## config.mk

```make
export PLATFORM = sky130hd
export DESIGN_NAME = sfifo_sync_flat
export DESIGN_NICKNAME = d
export VERILOG_FILES = /design/src/rtl/sfifo_sync_if.sv /design/src/rtl/sfifo_sync.sv /design/src/flat_wrapper.sv
export SDC_FILE = /design/constraint.sdc
export NUM_CORES = 1
export LEC_CHECK = 0
export ABC_CLOCK_PERIOD_IN_PS = 2790
export BUFFER_PORTS_ARGS = -buffer_cell sky130_fd_sc_hd__buf_2
export CORE_MARGIN = 8
export CORE_UTILIZATION = 61
export DETAILED_ROUTE_END_ITERATION = 16
export GPL_ROUTABILITY_DRIVEN = 0
export PLACE_DENSITY = 0.8
export SYNTH_ARGS = -nofsm -noshare
export SYNTH_HDL_FRONTEND = slang
export SYNTH_SLANG_ARGS = --single-unit
export TNS_END_PERCENT = 20
```

## constraint.sdc

```tcl
create_clock -name clk -period 2.79 [get_ports clk]
set_input_delay 0.4185 -clock clk [delete_from_list [all_inputs] [get_ports clk]]
set_output_delay 0.4185 -clock clk [all_outputs]
set_load 0.03 [all_outputs]
```

## src/rtl/sfifo_sync_if.sv

```systemverilog
// ============================================================================
// Module   : sfifo_sync_if
// Brief    : Push/pop handshake bundle for the single-clock FIFO.
//            The SFIFO_SYNC_ERR_EN macro adds err_clr/ovf/udf.
// Revision : 1.0 - initial release
// ============================================================================
`default_nettype none

interface sfifo_sync_if #(
   parameter int DW = 24,
   parameter int AW = 4
);
   logic          push;
   logic [DW-1:0] data_in;
   logic          full;
   logic          alFull;
   logic          pop;
   logic          vld;
   logic [DW-1:0] data_out;
   logic          empty;
   logic          alEmpty;
   logic [AW:0]   count;
`ifdef SFIFO_SYNC_ERR_EN
   logic          err_clr;
   logic          ovf;
   logic          udf;
`endif

   modport master (
      output push, data_in, pop,
`ifdef SFIFO_SYNC_ERR_EN
      output err_clr,
      input  ovf, udf,
`endif
      input  full, alFull, vld, data_out, empty, alEmpty, count
   );

   modport slave (
      input  push, data_in, pop,
`ifdef SFIFO_SYNC_ERR_EN
      input  err_clr,
      output ovf, udf,
`endif
      output full, alFull, vld, data_out, empty, alEmpty, count
   );
endinterface

`default_nettype wire

```

## src/rtl/sfifo_sync.sv

```systemverilog
// ============================================================================
// Module   : sfifo_sync
// Brief    : Single-clock FIFO, 2^AW x DW, one-cycle read latency, registered
//            flags. Define SFIFO_SYNC_ERR_EN for sticky ovf/udf error flags.
// Revision : 1.0 - initial release
// ============================================================================
`default_nettype none

module sfifo_sync #(
   parameter int DW       = 24,
   parameter int AW       = 4,
   parameter int HEADROOM = 2,
   parameter int LOWROOM  = 2
) (
   input  wire logic    clk,
   input  wire logic    rst_n,
   sfifo_sync_if.slave  bus
);

   localparam int          c_DEPTH  = 1 << AW;
   localparam logic [AW:0] c_FULL_V = (AW+1)'(c_DEPTH);
   // Out-of-range thresholds are clamped so the flags saturate instead of wrapping.
   localparam logic [AW:0] c_AF_TH  = (HEADROOM >= c_DEPTH) ? '0 : (AW+1)'(c_DEPTH - HEADROOM);
   localparam logic [AW:0] c_AE_TH  = (LOWROOM  >= c_DEPTH) ? c_FULL_V : (AW+1)'(LOWROOM);
   localparam logic        c_AF_RST = (HEADROOM >= c_DEPTH) ? 1'b1 : 1'b0;

   logic [DW-1:0] r_mem [c_DEPTH];
   logic [AW:0]   r_wr_ptr;
   logic [AW:0]   r_rd_ptr;
   logic [AW:0]   r_count;
   logic          r_full;
   logic          r_alfull;
   logic          r_empty;
   logic          r_alempty;
   logic          r_vld;
   logic [DW-1:0] r_data_out;

   logic          w_push_ok;
   logic          w_pop_ok;
   logic [AW:0]   w_cnt_nxt;

   assign w_push_ok = bus.push & ~r_full;
   assign w_pop_ok  = bus.pop  & ~r_empty;
   assign w_cnt_nxt = r_count + (AW+1)'(w_push_ok) - (AW+1)'(w_pop_ok);

   // Storage is not reset; only entries between the pointers are meaningful.
   always_ff @(posedge clk) begin
      if (w_push_ok)
         r_mem[r_wr_ptr[AW-1:0]] <= bus.data_in;
   end

   always_ff @(posedge clk or negedge rst_n) begin
      if (!rst_n) begin
         r_wr_ptr   <= '0;
         r_rd_ptr   <= '0;
         r_count    <= '0;
         r_full     <= 1'b0;
         r_alfull   <= c_AF_RST;
         r_empty    <= 1'b1;
         r_alempty  <= 1'b1;
         r_vld      <= 1'b0;
         r_data_out <= '0;
      end else begin
         if (w_push_ok)
            r_wr_ptr <= r_wr_ptr + 1'b1;
         if (w_pop_ok) begin
            r_rd_ptr   <= r_rd_ptr + 1'b1;
            r_data_out <= r_mem[r_rd_ptr[AW-1:0]];
         end
         r_vld     <= w_pop_ok;
         r_count   <= w_cnt_nxt;
         // Flags follow the next-state count so they never see push/pop combinationally.
         r_full    <= (w_cnt_nxt == c_FULL_V);
         r_alfull  <= (w_cnt_nxt >= c_AF_TH);
         r_empty   <= (w_cnt_nxt == '0);
         r_alempty <= (w_cnt_nxt <= c_AE_TH);
      end
   end

   assign bus.full     = r_full;
   assign bus.alFull   = r_alfull;
   assign bus.empty    = r_empty;
   assign bus.alEmpty  = r_alempty;
   assign bus.count    = r_count;
   assign bus.vld      = r_vld;
   assign bus.data_out = r_data_out;

`ifdef SFIFO_SYNC_ERR_EN
   logic r_ovf;
   logic r_udf;

   // A new error in the same cycle as err_clr wins, so no event is lost.
   always_ff @(posedge clk or negedge rst_n) begin
      if (!rst_n) begin
         r_ovf <= 1'b0;
         r_udf <= 1'b0;
      end else begin
         r_ovf <= (bus.push & r_full)  | (r_ovf & ~bus.err_clr);
         r_udf <= (bus.pop  & r_empty) | (r_udf & ~bus.err_clr);
      end
   end

   assign bus.ovf = r_ovf;
   assign bus.udf = r_udf;
`endif

endmodule

`default_nettype wire

```

## src/flat_wrapper.sv

```systemverilog
// flat-port wrapper written by rule: the top's interface ports become plain ports
module sfifo_sync_flat 
#(
   parameter int DW       = 24,
   parameter int AW       = 4,
   parameter int HEADROOM = 2,
   parameter int LOWROOM  = 2
)
  (clk, rst_n, bus_push, bus_data_in, bus_pop, bus_full, bus_alFull, bus_vld, bus_data_out, bus_empty, bus_alEmpty, bus_count);
  sfifo_sync_if #(.DW(DW), .AW(AW)) bus_i ();
  input  wire logic clk;
  input  wire logic rst_n;
  input wire logic [$bits(bus_i.push)-1:0] bus_push;
  input wire logic [$bits(bus_i.data_in)-1:0] bus_data_in;
  input wire logic [$bits(bus_i.pop)-1:0] bus_pop;
  output wire logic [$bits(bus_i.full)-1:0] bus_full;
  output wire logic [$bits(bus_i.alFull)-1:0] bus_alFull;
  output wire logic [$bits(bus_i.vld)-1:0] bus_vld;
  output wire logic [$bits(bus_i.data_out)-1:0] bus_data_out;
  output wire logic [$bits(bus_i.empty)-1:0] bus_empty;
  output wire logic [$bits(bus_i.alEmpty)-1:0] bus_alEmpty;
  output wire logic [$bits(bus_i.count)-1:0] bus_count;
  assign bus_i.push = bus_push;
  assign bus_i.data_in = bus_data_in;
  assign bus_i.pop = bus_pop;
  assign bus_full = bus_i.full;
  assign bus_alFull = bus_i.alFull;
  assign bus_vld = bus_i.vld;
  assign bus_data_out = bus_i.data_out;
  assign bus_empty = bus_i.empty;
  assign bus_alEmpty = bus_i.alEmpty;
  assign bus_count = bus_i.count;
  sfifo_sync #(.DW(DW), .AW(AW), .HEADROOM(HEADROOM), .LOWROOM(LOWROOM)) u_core (.clk(clk), .rst_n(rst_n), .bus(bus_i));
endmodule
```

==> metrics.md <==
| Metric | Value |
|---|---|
| Max clock buf depth | `3` |
| PwrDens | `1060 nW/um^2` |
| Initial Utilization | `62.0%` |
| CTS Hold Bufs | `0` |
| Cell total after placement | `1354` |
| Asr flop ratio synth | `9.86%` |
| CP max FO | `5` |
| Sequential share of power | `41.8%` |
| Post-synth EDFFs | `384` |
| Hold Vio Cnt, Final | `0` |
| GRT Total Usage | `21.0%` |
| Root Buffer | `clkbuf_16` |
| Layout cells sized above 1 | `18.6%` |
| Max rail drop VDD | `0.000784 V` |
| Leakage power | `6.84 nW` |
| Remaining Overflow, GRT | `0` |
| Top cells by count, synth | `edfxtp_1, mux2i_1, nor2_1, o22ai_1, dfrtp_1` |
| Rel. slew slack | `45.4%` |
| Post-synth top flop | `edfxtp_1` |
| Vias in the first global route | `9052` |
| CP Launch Type | `flip-flop` |
| Reg clk slew, reported paths | `0.06 ns` |
| Largest family of logic cells by synthesized area | `multiplexers` |
| CP required | `3.19 ns` |
| Clk_skew | `0.0209 ns` |
| Post-Syn Nets | `998` |
| P_int | `13.3 mW` |
| WL/cell | `24.4 microns` |
| Fill count | `1656` |
| Placed inst area | `17500 sq um` |
| Synth area leaders | `edfxtp_1, mux2i_1, dfrtp_1` |
| Mux contribution to synthesized area | `11.6%` |
| Sink Count | `426` |
| Drt via density | `6.18` |
| Compound-gate portion of the synthesized area | `3.29%` |
| Die area | `32900 sq um` |
| Design Area, Final | `18800 sq um` |
| Pre-CTS setup slack | `0.170 ns` |
| First-pass GRT wire length | `52.8 mm` |
| Final wirelength | `34.9 mm` |
| Max-Cap Viols | `0` |
| Clock share of power | `26.8%` |
| RSZ-0062 raised after global routing | `false` |
| Nets | `1096` |
| Area leader, netlist | `edfxtp_1` |
| Mapped Area | `16700 sq um` |
| Num CTS Buffers | `42` |
| Post-synth cell types | `39` |
| Fmax | `0.394 GHz` |
| Adder-cell share of the synthesized area | `0.869%` |
| Number of antenna violations at the first check in global routing | `1` |
| Status | `finished clean` |
| Post-synthesis sequential area ratio | `75.3%` |
| Critical path class | `flip-flop to flip-flop` |
| Worst skew pair latency | `0.53 ns` |
| Drt drc | `0` |
| Hold WC Path Type | `input pin to asynchronous set/reset pin` |
| CTS tree | `done` |
| Psw | `6.61 mW` |
| Core area | `27000 sq um` |
| Number of setup buffers added after CTS | `0` |
| Footprint of the multi-input gates | `3730 sq um` |
| #FFs+latches synth | `426` |
| DRT iter0 DRCs | `773` |
| Largest net degree at the start of global routing | `46` |
| Die Y | `181 microns` |
| Drt pass-1 iters | `7` |
| CP arrival | `2.94 ns` |
| Port Buffers | `61` |
| Post-detail-place hpwl | `19.4 mm` |
| Layout area overhead | `12.4%` |
| Sw Ratio | `33.1%` |
| Avg Cell Area, Syn | `17.4 sq um` |
| Worst-Margin Slew | `0.820 ns` |
| Setup WS post-layout | `0.251 ns` |
| H-Tree Depth | `2` |
| Most frequent cell after synthesis | `edfxtp_1` |
| Post-synthesis cell count | `959` |
| Number of antenna repair diodes | `0` |
| Synth Area in Simple Gates | `5.99%` |
| Post-route ant nets | `0` |
| Register area | `12600 sq um` |
| Post-synthesis xor/xnor area fraction | `0.524%` |
| Via count | `8838` |
| Tmin final | `2.54 ns` |
| Finish-stage setup viols | `0` |
| Synthesis warning total | `0` |
| Post-CTS resize count | `0` |
| Combinational share of power | `31.4%` |
| Cell Rows | `60` |
| Die W | `181 microns` |
| Final Cycle Share | `91.0%` |
| Max Slew Vio Count | `0` |
| Top-Level Pins | `62` |
| Setup total negative slack | `0 ns` |
| Worst setup EP type | `flip-flop` |
| Non-Filler Instances | `1431` |
| Yosys top cell area share | `69.0%` |
final timing paths:
path / from / endpoint / slack (ns) / cells after the start
worst max-delay path: u_core.bus.empty / u_core.bus.full / 0.25 / 9
worst min-delay path: rst_n / u_core.bus.data_out[3] / 0.03 / 2
worst max register to register: u_core.bus.empty / u_core.bus.full / 0.25 / 9
worst min register to register: u_core.r_rd_ptr[3] / u_core.r_rd_ptr[3] / 0.55 / 1
max in group asynchronous: rst_n / u_core.r_rd_ptr[0] / 2.21 / 2
min in group clk: bus_data_in[5] / u_core.r_mem[2][5] / 0.26 / 1
critical path, stage by stage, from the launching register on:
cell and delay (ns):
dfstp_2 0.55, nor2b_4 0.04, ha_1 0.26, inv_1 0.04
ha_1 0.20, fa_1 0.44, a21o_1 0.19, a21oi_1 0.18
xnor2_1 0.24, nor4b_1 0.29
cells by family after synthesis:
kind of cell               count (synthesis)
AOI/OAI and AO/OA                         79
adders and majority gates                 11
muxes                                    193
xor gates and xnor gates                  10
and+or+nand+nor                          181
buffers and inverters                     59
DFF                                      426
metrics by stage:
stage | utilization (%) | hold slack (ns) | power (mW)
4_1_cts | 69.7 | 0.0292 | 20.0
6_report | 69.7 | 0.0267 | 20.0
2_1_floorplan | - | 0.123 | 13.0
3_3_place_gp | 64.8 | 0.495 | 14.5
5_1_grt | 69.7 | 0.0683 | 20.8
3_5_place_dp | 64.8 | 0.508 | 14.7
cell type report:
type,count,share of cell area (%)
Sequential cell,426,67.0
Clock buffer,58,6.24
Multi-Input combinational cell,474,19.8
Timing Repair Buffer,105,3.72
Inverter,8,0.160
Tap cell,341,2.27
Clock inverter,19,0.753
flip-flops by register name, summed over array words and instances, names as in the netlist:
register and count:
u_core.bus.alEmpty 1, u_core.bus.alFull 1, u_core.bus.count 5, u_core.bus.data_out 24, u_core.bus.empty 1, u_core.bus.full 1, u_core.bus.vld 1, u_core.r_mem 384
u_core.r_rd_ptr 4, u_core.r_wr_ptr 4
placed cells by master, fill, tap and decap left out, types with 3 or more instances in the layout:
cell type	Yosys	layout
mux2i_1	192	192
nor3_2	10	10
clkbuf_1	12	11
clkinv_2	0	7
o22ai_2	8	8
buf_12	0	5
nand2_1	6	5
nor3_1	38	38
ha_1	10	10
buf_2	13	61
nor4_1	15	15
and2_1	16	16
nand2b_2	0	3
clkbuf_8	0	4
o22ai_1	64	64
xnor2_1	8	8
edfxtp_1	384	384
dfrtp_1	40	39
buf_4	6	39
inv_1	8	8
nor4_2	10	10
clkinv_1	0	8
clkbuf_16	0	43
nor2_1	73	73
power by group through the flow:
| stage | Combinational [mW] | Sequential (mW) | Clock (mW) |
|---|---|---|---|
| finish | 6.26 | 8.33 | 5.35 |
| global route | 6.68 | 8.41 | 5.66 |
| global placement | 6.09 | 8.41 | 0 |
| floorplan | 4.29 | 8.74 | 0 |
| detailed placement | 6.24 | 8.45 | 0 |
| CTS | 6.30 | 8.33 | 5.41 |
metal layers:
layer | share of wire [%] | GRT usage, % | vias up
met5 | 0.037 | 0 | -
met4 | 2.6 | 6.63 | 2
met3 | 6.6 | 3.33 | 73
met2 | 50 | 36.3 | 359
met1 | 40 | 27.0 | 4476
li1 | - | - | 3928
No activity file was read; power rests on OpenSTA's default activity.
